## config.mk

```make
export PLATFORM = sky130hd
export DESIGN_NAME = control_sequencer
export DESIGN_NICKNAME = d
export VERILOG_FILES = /design/src/rtl/bc_ctrl_pkg.sv /design/src/rtl/ctrl_decode.sv /design/src/rtl/control_sequencer.sv
export SDC_FILE = /design/constraint.sdc
export NUM_CORES = 1
export LEC_CHECK = 0
export CORE_MARGIN = 3
export CORE_UTILIZATION = 39
export CTS_CLUSTER_DIAMETER = 30
export DETAILED_ROUTE_END_ITERATION = 10
export GPL_TIMING_DRIVEN = 1
export PLACE_DENSITY = 0.77
export SYNTH_ARGS = -nofsm -noshare
export SYNTH_HDL_FRONTEND = slang
export SYNTH_SLANG_ARGS = --single-unit
```

## constraint.sdc

```tcl
create_clock -name clk -period 1.9 [get_ports clk]
set_input_delay 0.285 -clock clk [delete_from_list [all_inputs] [get_ports clk]]
set_output_delay 0.285 -clock clk [all_outputs]
set_load 0.02 [all_outputs]
```

## src/rtl/bc_ctrl_pkg.sv

```systemverilog
// rtl/bc_ctrl_pkg.sv - shared encodings for the BitCruncher control sequencer
package bc_ctrl_pkg;

  typedef enum logic [3:0] {
    S_F0, S_F1, S_F2, S_DEC, S_ADR, S_RD,
    S_LBR, S_ALU, S_SD, S_WR, S_JMP, S_HALT
  } state_t;

  localparam logic [7:0] OP_NOP    = 8'h00;
  localparam logic [7:0] OP_LOAD   = 8'h01;
  localparam logic [7:0] OP_STORE  = 8'h02;
  localparam logic [7:0] OP_ADD    = 8'h03;
  localparam logic [7:0] OP_SUB    = 8'h04;
  localparam logic [7:0] OP_JMP    = 8'h05;
  localparam logic [7:0] OP_JMPGEZ = 8'h06;
  localparam logic [7:0] OP_HALT   = 8'h07;

  localparam int C0 = 0;
  localparam int C1 = 1;
  localparam int C2 = 2;
  localparam int C3 = 3;
  localparam int C4 = 4;
  localparam int C5 = 5;
  localparam int C6 = 6;
  localparam int C7 = 7;
  localparam int C8 = 8;
  localparam int C9 = 9;

  localparam logic [1:0] ALU_PASS = 2'b00;
  localparam logic [1:0] ALU_ADD  = 2'b01;
  localparam logic [1:0] ALU_SUB  = 2'b10;

  function automatic logic is_legal(input logic [7:0] op);
    return op <= OP_HALT;
  endfunction

endpackage

```

## src/rtl/ctrl_decode.sv

```systemverilog
// rtl/ctrl_decode.sv - combinational state/opcode to datapath control decode
module ctrl_decode
  import bc_ctrl_pkg::*;
(
  input  state_t     state,
  input  logic [7:0] opcode,
  output logic [9:0] ctrl,
  output logic [1:0] alu_op
);

  always_comb begin
    ctrl   = '0;
    alu_op = ALU_PASS;
    case (state)
      S_F0:  ctrl[C0] = 1'b1;
      S_F1:  ctrl[C1] = 1'b1;
      S_F2: begin
        ctrl[C4] = 1'b1;
        ctrl[C2] = 1'b1;
      end
      S_ADR: ctrl[C5] = 1'b1;
      S_RD:  ctrl[C1] = 1'b1;
      S_LBR: ctrl[C6] = 1'b1;
      S_ALU: begin
        ctrl[C7] = 1'b1;
        case (opcode)
          OP_ADD:  alu_op = ALU_ADD;
          OP_SUB:  alu_op = ALU_SUB;
          default: alu_op = ALU_PASS;
        endcase
      end
      S_SD:  ctrl[C8] = 1'b1;
      S_WR:  ctrl[C3] = 1'b1;
      S_JMP: ctrl[C9] = 1'b1;
      default: ;
    endcase
  end

endmodule

```

## src/rtl/control_sequencer.sv

```systemverilog
// rtl/control_sequencer.sv - hardwired fetch/decode/execute sequencer for the accumulator datapath
module control_sequencer
  import bc_ctrl_pkg::*;
(
  input  logic       clk,
  input  logic       rst,
  input  logic [7:0] ir_in,
  input  logic       acc_neg,
  input  logic       mem_rdy,
  output logic [9:0] ctrl,
  output logic [1:0] alu_op,
  output logic       instr_done,
  output logic       halted,
  output logic       illegal
);

  state_t     state;
  state_t     next_state;
  logic [9:0] ctrl_dec;
  logic [1:0] alu_dec;
  logic       done_raw;
  logic       ill_raw;

  always_ff @(posedge clk) begin
    if (rst) state <= S_F0;
    else     state <= next_state;
  end

  always_comb begin
    next_state = state;
    case (state)
      S_F0:  next_state = S_F1;
      S_F1:  if (mem_rdy) next_state = S_F2;
      S_F2:  next_state = S_DEC;
      S_DEC: begin
        case (ir_in)
          OP_LOAD, OP_ADD, OP_SUB, OP_STORE: next_state = S_ADR;
          OP_JMP:    next_state = S_JMP;
          OP_JMPGEZ: next_state = acc_neg ? S_F0 : S_JMP;
          OP_HALT:   next_state = S_HALT;
          default:   next_state = S_F0;
        endcase
      end
      // IR is stable after F2, so ADR can still steer on the opcode
      S_ADR: next_state = (ir_in == OP_STORE) ? S_SD : S_RD;
      S_RD:  if (mem_rdy) next_state = S_LBR;
      S_LBR: next_state = S_ALU;
      S_ALU: next_state = S_F0;
      S_SD:  next_state = S_WR;
      S_WR:  if (mem_rdy) next_state = S_F0;
      S_JMP: next_state = S_F0;
      S_HALT: next_state = S_HALT;
      default: next_state = S_F0;
    endcase
  end

  always_comb begin
    done_raw = 1'b0;
    ill_raw  = 1'b0;
    case (state)
      S_ALU, S_JMP: done_raw = 1'b1;
      S_WR:  done_raw = mem_rdy;
      S_DEC: begin
        ill_raw  = !is_legal(ir_in);
        done_raw = (ir_in == OP_NOP) || !is_legal(ir_in) ||
                   ((ir_in == OP_JMPGEZ) && acc_neg);
      end
      default: ;
    endcase
  end

  ctrl_decode u_decode (
    .state  (state),
    .opcode (ir_in),
    .ctrl   (ctrl_dec),
    .alu_op (alu_dec)
  );

  // Outputs are forced quiet during the reset cycle itself
  assign ctrl       = rst ? '0 : ctrl_dec;
  assign alu_op     = rst ? ALU_PASS : alu_dec;
  assign instr_done = !rst && done_raw;
  assign illegal    = !rst && ill_raw;
  assign halted     = !rst && (state == S_HALT);

endmodule

```

==> impl_metrics.toml, run 1 <==
[worst_setup_path]
worstReg2RegStart = "state[0]"
critPathCaptureType = "register"
path_class = "in2reg"
worstPathMaxFanout = 4
arrival_ns = 1.98
crit_path_max_incr_delay_ns = 0.49
startpoint_type = "primary input"
path_cells = "clkdlybuf4s50_1 -> buf_4 -> or3b_2 -> nor4_2 -> nor3_1 -> o21ba_1"
crit_slowest_cell = "or3b_2"
critPathTopFamily = "simple AND/OR/NAND/NOR gates"
cp.required_ns = 2.02
cp-startpoint = "ir_in[0]"
path_buf_inv = 2

[cells_and_area]
final_util = 0.799
regArea_um2 = 82.6
layout.nets = 149
fillers = 90
syn2layout_area_growth_pct = 88.6
final_cells = 150
antenna_cells = 0
multi_input_area_um2 = 504
top_register = "state"
reg_top3 = "state (4)"
final_area_um2 = 1050
drive_above_1_share = 0.474
largest_reg_flops = 4

[placed_design]
dpl.cell_count = 146
place_area_um2 = 1020
io_buffers = 26
pre_cts_slack_ns = -0.758
dp_hpwl_um = 1640
gp_congestion = 0.878

[timing]
setup_ws_ns = 0.0441
maxSlewViolCount = 0
setup-violations-final = 0
fmax_mhz = 539
min_period_ns = 1.86
worst_hold_slack_ns = 0.664
final_hold_viol_count = 0
max_slew.worst_pin.slew_ns = 0.267
fin_skew_ns = 0.00803
fin_crit_sh = 0.977
setup_tns_ns = 0
relSlewSlack = 0.820

[hold_path]
min_from = "mem_rdy"
hp-class = "in2reg"

[power_and_ir_drop]
leakagePower_nw = 0.449
power_uw = 365
ir_drop_mv = 0.412
p_per_area_nw_per_um2 = 346

[run]
drv_cap = 0

[grt]
antenna_found_initial = 0
grt_max_degree = 13
grt_overflow = 0
grt_use_met2 = 0.387
first_global_vias = 823
grtUsageTotal = 0.241
use_met1 = 0.286
grt-busiest-layer = "met2"
met3_usage = 0.0539
grt_pass1_wl_um = 3430

[floorplanning]
die_x_um = 43.8
ios = 27
die_h_um = 43.8
coreArea_um2 = 1320
die-area_um2 = 1920
rows = 13
initial_core_util = 0.424

[synth]
synthDistinctLibCells = 36
synthesis.area_um2 = 558
synth_edf_count = 0
synth_area_per_cell_um2 = 6.57
yosys.area.top_type = "dfxtp_1"
syn-num-nets = 97
synth_cells = 85
yosys-top-cells-count = "9 x nand2_1, 9 x nor2_1, 6 x nor3_1"
yosysTopAreaCellShare = 0.143
synth.area.top_cells = "dfxtp_1 14%, nand2_1 6.1%, nor2_1 6.1%"
synth-main-ff-cell = "dfxtp_1"
ys_ff_latch = 4
yosys_warnings = 0
ys_seq_area_frac = 0.143
async_flop_share = 0

[routing]
drt-wirelength-per-cell_um = 14.0
viasPerCell = 5.51
first_pass_iters = 4
final_antenna_net_count = 0
drcViolationCount = 0
num_vias = 826
drt-initial-drc-count = 38
routed_wl_um = 2100

[clock_tree]
cts_sinks = 4
cts-root-buf = "clkbuf_4"
cts_tree = "done"
cts_max_path_buffers = 2
clk_latency_ns = 0.24
cts_inserted_buffers = 3
h-tree-depth = 1
path_clk_slew_ns = 0.03

[outcome]
outcome = "completed"
## area by class of cell
| cell class | count | share of cell area |
|---|---|---|
| Clock buffer | 3 | 0.0214 |
| Inverter | 4 | 0.0143 |
| Sequential cell | 4 | 0.0785 |
| Multi-Input combinational cell | 71 | 0.479 |
| Tap cell | 15 | 0.0178 |
| Timing Repair Buffer | 53 | 0.389 |
## placed cells by master (no fill, tap or decap), types with 3 or more instances in the layout
| cell type | n |
|---|---|
| buf_4 | 30 |
| nand2_1 | 9 |
| nor2_1 | 8 |
| clkdlybuf4s50_1 | 7 |
| buf_2 | 7 |
| nand2b_1 | 5 |
| nor3_1 | 5 |
| nor4_2 | 3 |
| inv_1 | 3 |
| a21oi_1 | 3 |
| clkbuf_4 | 3 |
| dlygate4sd2_1 | 3 |
## cells by family (layout without fill, tap and decap cells)
kind of cell,after synthesis,after routing,share of synthesized area
and+or+nand+nor,49,49,0.507
AOI/OAI and AO/OA,20,20,0.242
buffers and inverters,10,60,0.0740
muxes,1,1,0.0179
xor gates and xnor gates,1,1,0.0157
DFF,4,4,0.144
## worst paths after layout
path / endpoint / slack, ns / cells past startpoint
worst min-delay path: state[3] / 0.66 / 2
worst min register to register: state[3] / 0.75 / 3
worst max register to register: state[3] / 0.13 / 6
worst max-delay path: state[0] / 0.04 / 6
## metal layers
metal | part of all wire | wire (um) | vias to the layer above
met2 | 0.50 | 1040 | 33
met5 | 0 | 0 | -
met1 | 0.42 | 884 | 375
li1 | - | - | 412
met4 | 0.022 | 46 | 0
met3 | 0.060 | 126 | 6
## timing repair
action,in CTS,in global routing
resized for setup,66,17
endpoints found under the hold margin,0,0
hold buffers,0,0
pin swaps,5,2
cloned,0,0
endpoints found under the setup margin,16,11
buffers inserted,0,1
## power breakdown
| part | switching (mW) | total [mW] | internal (mW) |
|---|---|---|---|
| Sequential | 0.00331 | 0.0921 | 0.0888 |
| Combinational | 0.0798 | 0.164 | 0.0840 |
| Clock | 0.0379 | 0.109 | 0.0708 |
Note: power is estimated with default switching activity, not from simulation.
==> run 2, diff against run 1 <==
--- a/config.mk
+++ b/config.mk
@@ -6,11 +6,12 @@
 export NUM_CORES = 1
 export LEC_CHECK = 0
 export CORE_MARGIN = 3
-export CORE_UTILIZATION = 39
+export CORE_UTILIZATION = 41
 export CTS_CLUSTER_DIAMETER = 30
 export DETAILED_ROUTE_END_ITERATION = 10
 export GPL_TIMING_DRIVEN = 1
-export PLACE_DENSITY = 0.77
+export PLACE_DENSITY = 0.78
 export SYNTH_ARGS = -nofsm -noshare
 export SYNTH_HDL_FRONTEND = slang
+export SYNTH_HIERARCHICAL = 1
 export SYNTH_SLANG_ARGS = --single-unit
==> run 2 against run 1 <==
Against the previous run: the run now ends with setup timing left; count of clock-buffer cells in the layout unchanged; non-clock buffer count shrank 2; critical path type unchanged; sequential share of layout area hardly changed; synthesized area increased by 14%; utilization shrank 0.59 points; sequential power increased by 2.8%; sequential cell count is the same; cell area grew 4.2%; setup slack lost 0.089 ns; cell count rose by 4.7%; die area rose by 7.6%; power is 0.69% lower.
==> impl_metrics.toml, run 2 <==
[outcome]
outcome = "finished with violations"
violations = "setup timing"

[timing]
maxSlewViolCount = 0
fin_crit_sh = 1.02
setup_tns_ns = -0.0446
setup_ws_ns = -0.0446
fin_skew_ns = 0.00166
relSlewSlack = 0.757
min_period_ns = 1.94
rsz0062_at_grt = "true"
max_slew.worst_pin.slew_ns = 0.361
worst_hold_slack_ns = 0.579
final_hold_viol_count = 0
fmax_mhz = 514
setup-violations-final = 1

[worst_setup_path]
critPathTopFamily = "simple AND/OR/NAND/NOR gates"
cp_common_cell = "or4_4"
crit_path_max_incr_delay_ns = 0.54
arrival_ns = 2.09
worstReg2RegStart = "state[1]"
cp.required_ns = 2.04
path_class = "in2reg"
crit_path_end = "state[3]"
path_buf_inv = 1
cp-startpoint = "ir_in[6]"
ff2ff_path_depth = 4
critPathCaptureType = "register"
startpoint_type = "primary input"
path_cells = "clkdlybuf4s15_1 -> or4_4 -> or4_4 -> or3_1 -> a311oi_1"
r2r_end = "state[3]"
crit_slowest_cell = "or4_4"
worstPathMaxFanout = 2
critical_path_depth = 5
r2r_setup_slack_ns = -0.03

[cells_and_area]
multi_input_area_um2 = 552
largest_reg_flops = 4
drive_above_1_share = 0.345
regArea_um2 = 86.3
antenna_cells = 0
layout.nets = 156
final_common_cell = "buf_4"
reg_top3 = "state (4)"
top_register = "state"
fillers = 103
syn2layout_area_growth_pct = 71.8
final_cell_mix = "27 x buf_4, 17 x nor2b_1, 8 x nor2_1, 8 x dlygate4sd2_1, 6 x nand2b_1"
final_util = 0.793
final_area_um2 = 1100

[power_and_ir_drop]
leakagePower_nw = 0.504
p_per_area_nw_per_um2 = 330
ir_drop_mv = 0.201

[synth]
yosys-top-cells-count = "18 x nor2b_1, 9 x nor2_1, 6 x nand2b_1"
synth_area_per_cell_um2 = 6.72
synth_edf_count = 0
synth-main-ff-cell = "dfxtp_1"
ys_ff_latch = 4
synth.area.top_cells = "nor2b_1 18%, dfxtp_1 13%, nand2b_1 5.9%"
syn-num-nets = 107
synth_cells = 95
synth.most_common_cell = "nor2b_1"
async_flop_share = 0
ys_seq_area_frac = 0.125
yosys_warnings = 6
yosysTopAreaCellShare = 0.176
synthDistinctLibCells = 37
yosys.area.top_type = "nor2b_1"
synthesis.area_um2 = 638

[grt]
antenna_found_initial = 0
grtUsageTotal = 0.222
first_global_vias = 826
grt_max_degree = 20
grt_pass1_wl_um = 3450
grt_overflow = 0

[placed_design]
io_buffers = 26
place_area_um2 = 1050
gp_congestion = 0.939
dp_hpwl_um = 1540

[floorplanning]
ios = 27
coreArea_um2 = 1380
die_x_um = 45.5
rows = 13
initial_core_util = 0.462
die_h_um = 45.5
die-area_um2 = 2070

[hold_path]
hp-class = "in2reg"

[routing]
drt-wirelength-per-cell_um = 13.4
drt-initial-drc-count = 28
num_vias = 882
drcViolationCount = 0
viasPerCell = 5.62
routed_wl_um = 2110
final_antenna_net_count = 0
first_pass_iters = 4

[run]
drv_cap = 0

[clock_tree]
cts_max_path_buffers = 2
cts_inserted_buffers = 3
h-tree-depth = 1
cts_sinks = 4
path_clk_slew_ns = 0.04
cts_tree = "done"
cts-root-buf = "clkbuf_4"
clk_latency_ns = 0.23
run 2: cell count changes in the layout (fill, tap and decap cells not counted), sizes merged, moves of 4 or more:
cell,change
nor2b,+18
clkdlybuf4s50,-4
buf,-8
dlygate4sd2,+5
nand2,-8
run 2: through the flow:
step	power (mW)	setup slack [ns]	cells
2_1_floorplan	0.178	-0.0953	95
3_3_place_gp	0.253	-0.578	152
3_5_place_dp	0.256	-0.611	152
4_1_cts	0.358	-0.170	157
5_1_grt	0.388	-0.109	157
6_report	0.362	-0.0446	157
run 2: how the worst min path moves through the flow:
stage | startpoint | end | slack (ns) | cells past startpoint
after detailed placement | state[3] | state[2] | 0.70 | 3
after global routing | ir_in[2] | state[0] | 0.61 | 5
after CTS | ir_in[2] | state[0] | 0.57 | 5
final | ir_in[2] | state[0] | 0.58 | 5
after floorplan | ir_in[2] | state[0] | 0.43 | 2
after global placement | state[3] | state[2] | 0.69 | 3
run 2: layout make-up:
cell class | instances | area share
Tap cell | 15 | 0.0171
Clock buffer | 3 | 0.0205
Sequential cell | 4 | 0.0788
Multi-Input combinational cell | 80 | 0.503
Inverter | 4 | 0.0137
Timing Repair Buffer | 51 | 0.366
run 2: worst register-to-register path, delay by kind of cell (launching register included):
family / cells / cell delay (ns)
DFF: 1 / 0.35
AOI/OAI and AO/OA: 1 / 0.25
and+or+nand+nor: 3 / 1.25
run 2: cell families (layout without fill, tap and decap cells):
family,after synthesis,after routing,share of synthesized area
xor gates and xnor gates,1,1,0.0137
buffers and inverters,11,58,0.0824
AOI/OAI and AO/OA,20,20,0.208
DFF,4,4,0.125
muxes,2,2,0.0314
and+or+nand+nor,57,57,0.539
run 2: per-layer routing:
layer | GRT usage | up-vias | share of wire
met5 | 0 | - | 0
met1 | 0.271 | 398 | 0.41
met3 | 0.0119 | 4 | 0.063
met2 | 0.407 | 40 | 0.52
li1 | - | 440 | -
met4 | 0.0702 | 0 | 0.011
run 2: where the power goes:
group	internal (mW)	total, mW	switching, mW
combinational	0.0841	0.165	0.0808
clock	0.0704	0.102	0.0319
sequential	0.0898	0.0947	0.00490
run 2: repair_timing:
item | CTS | global route
pin swaps | 8 | 8
setup endpoints to repair | 18 | 9
setup buffers | 2 | 0
hold buffers | 0 | 0
gates resized for setup | 47 | 21
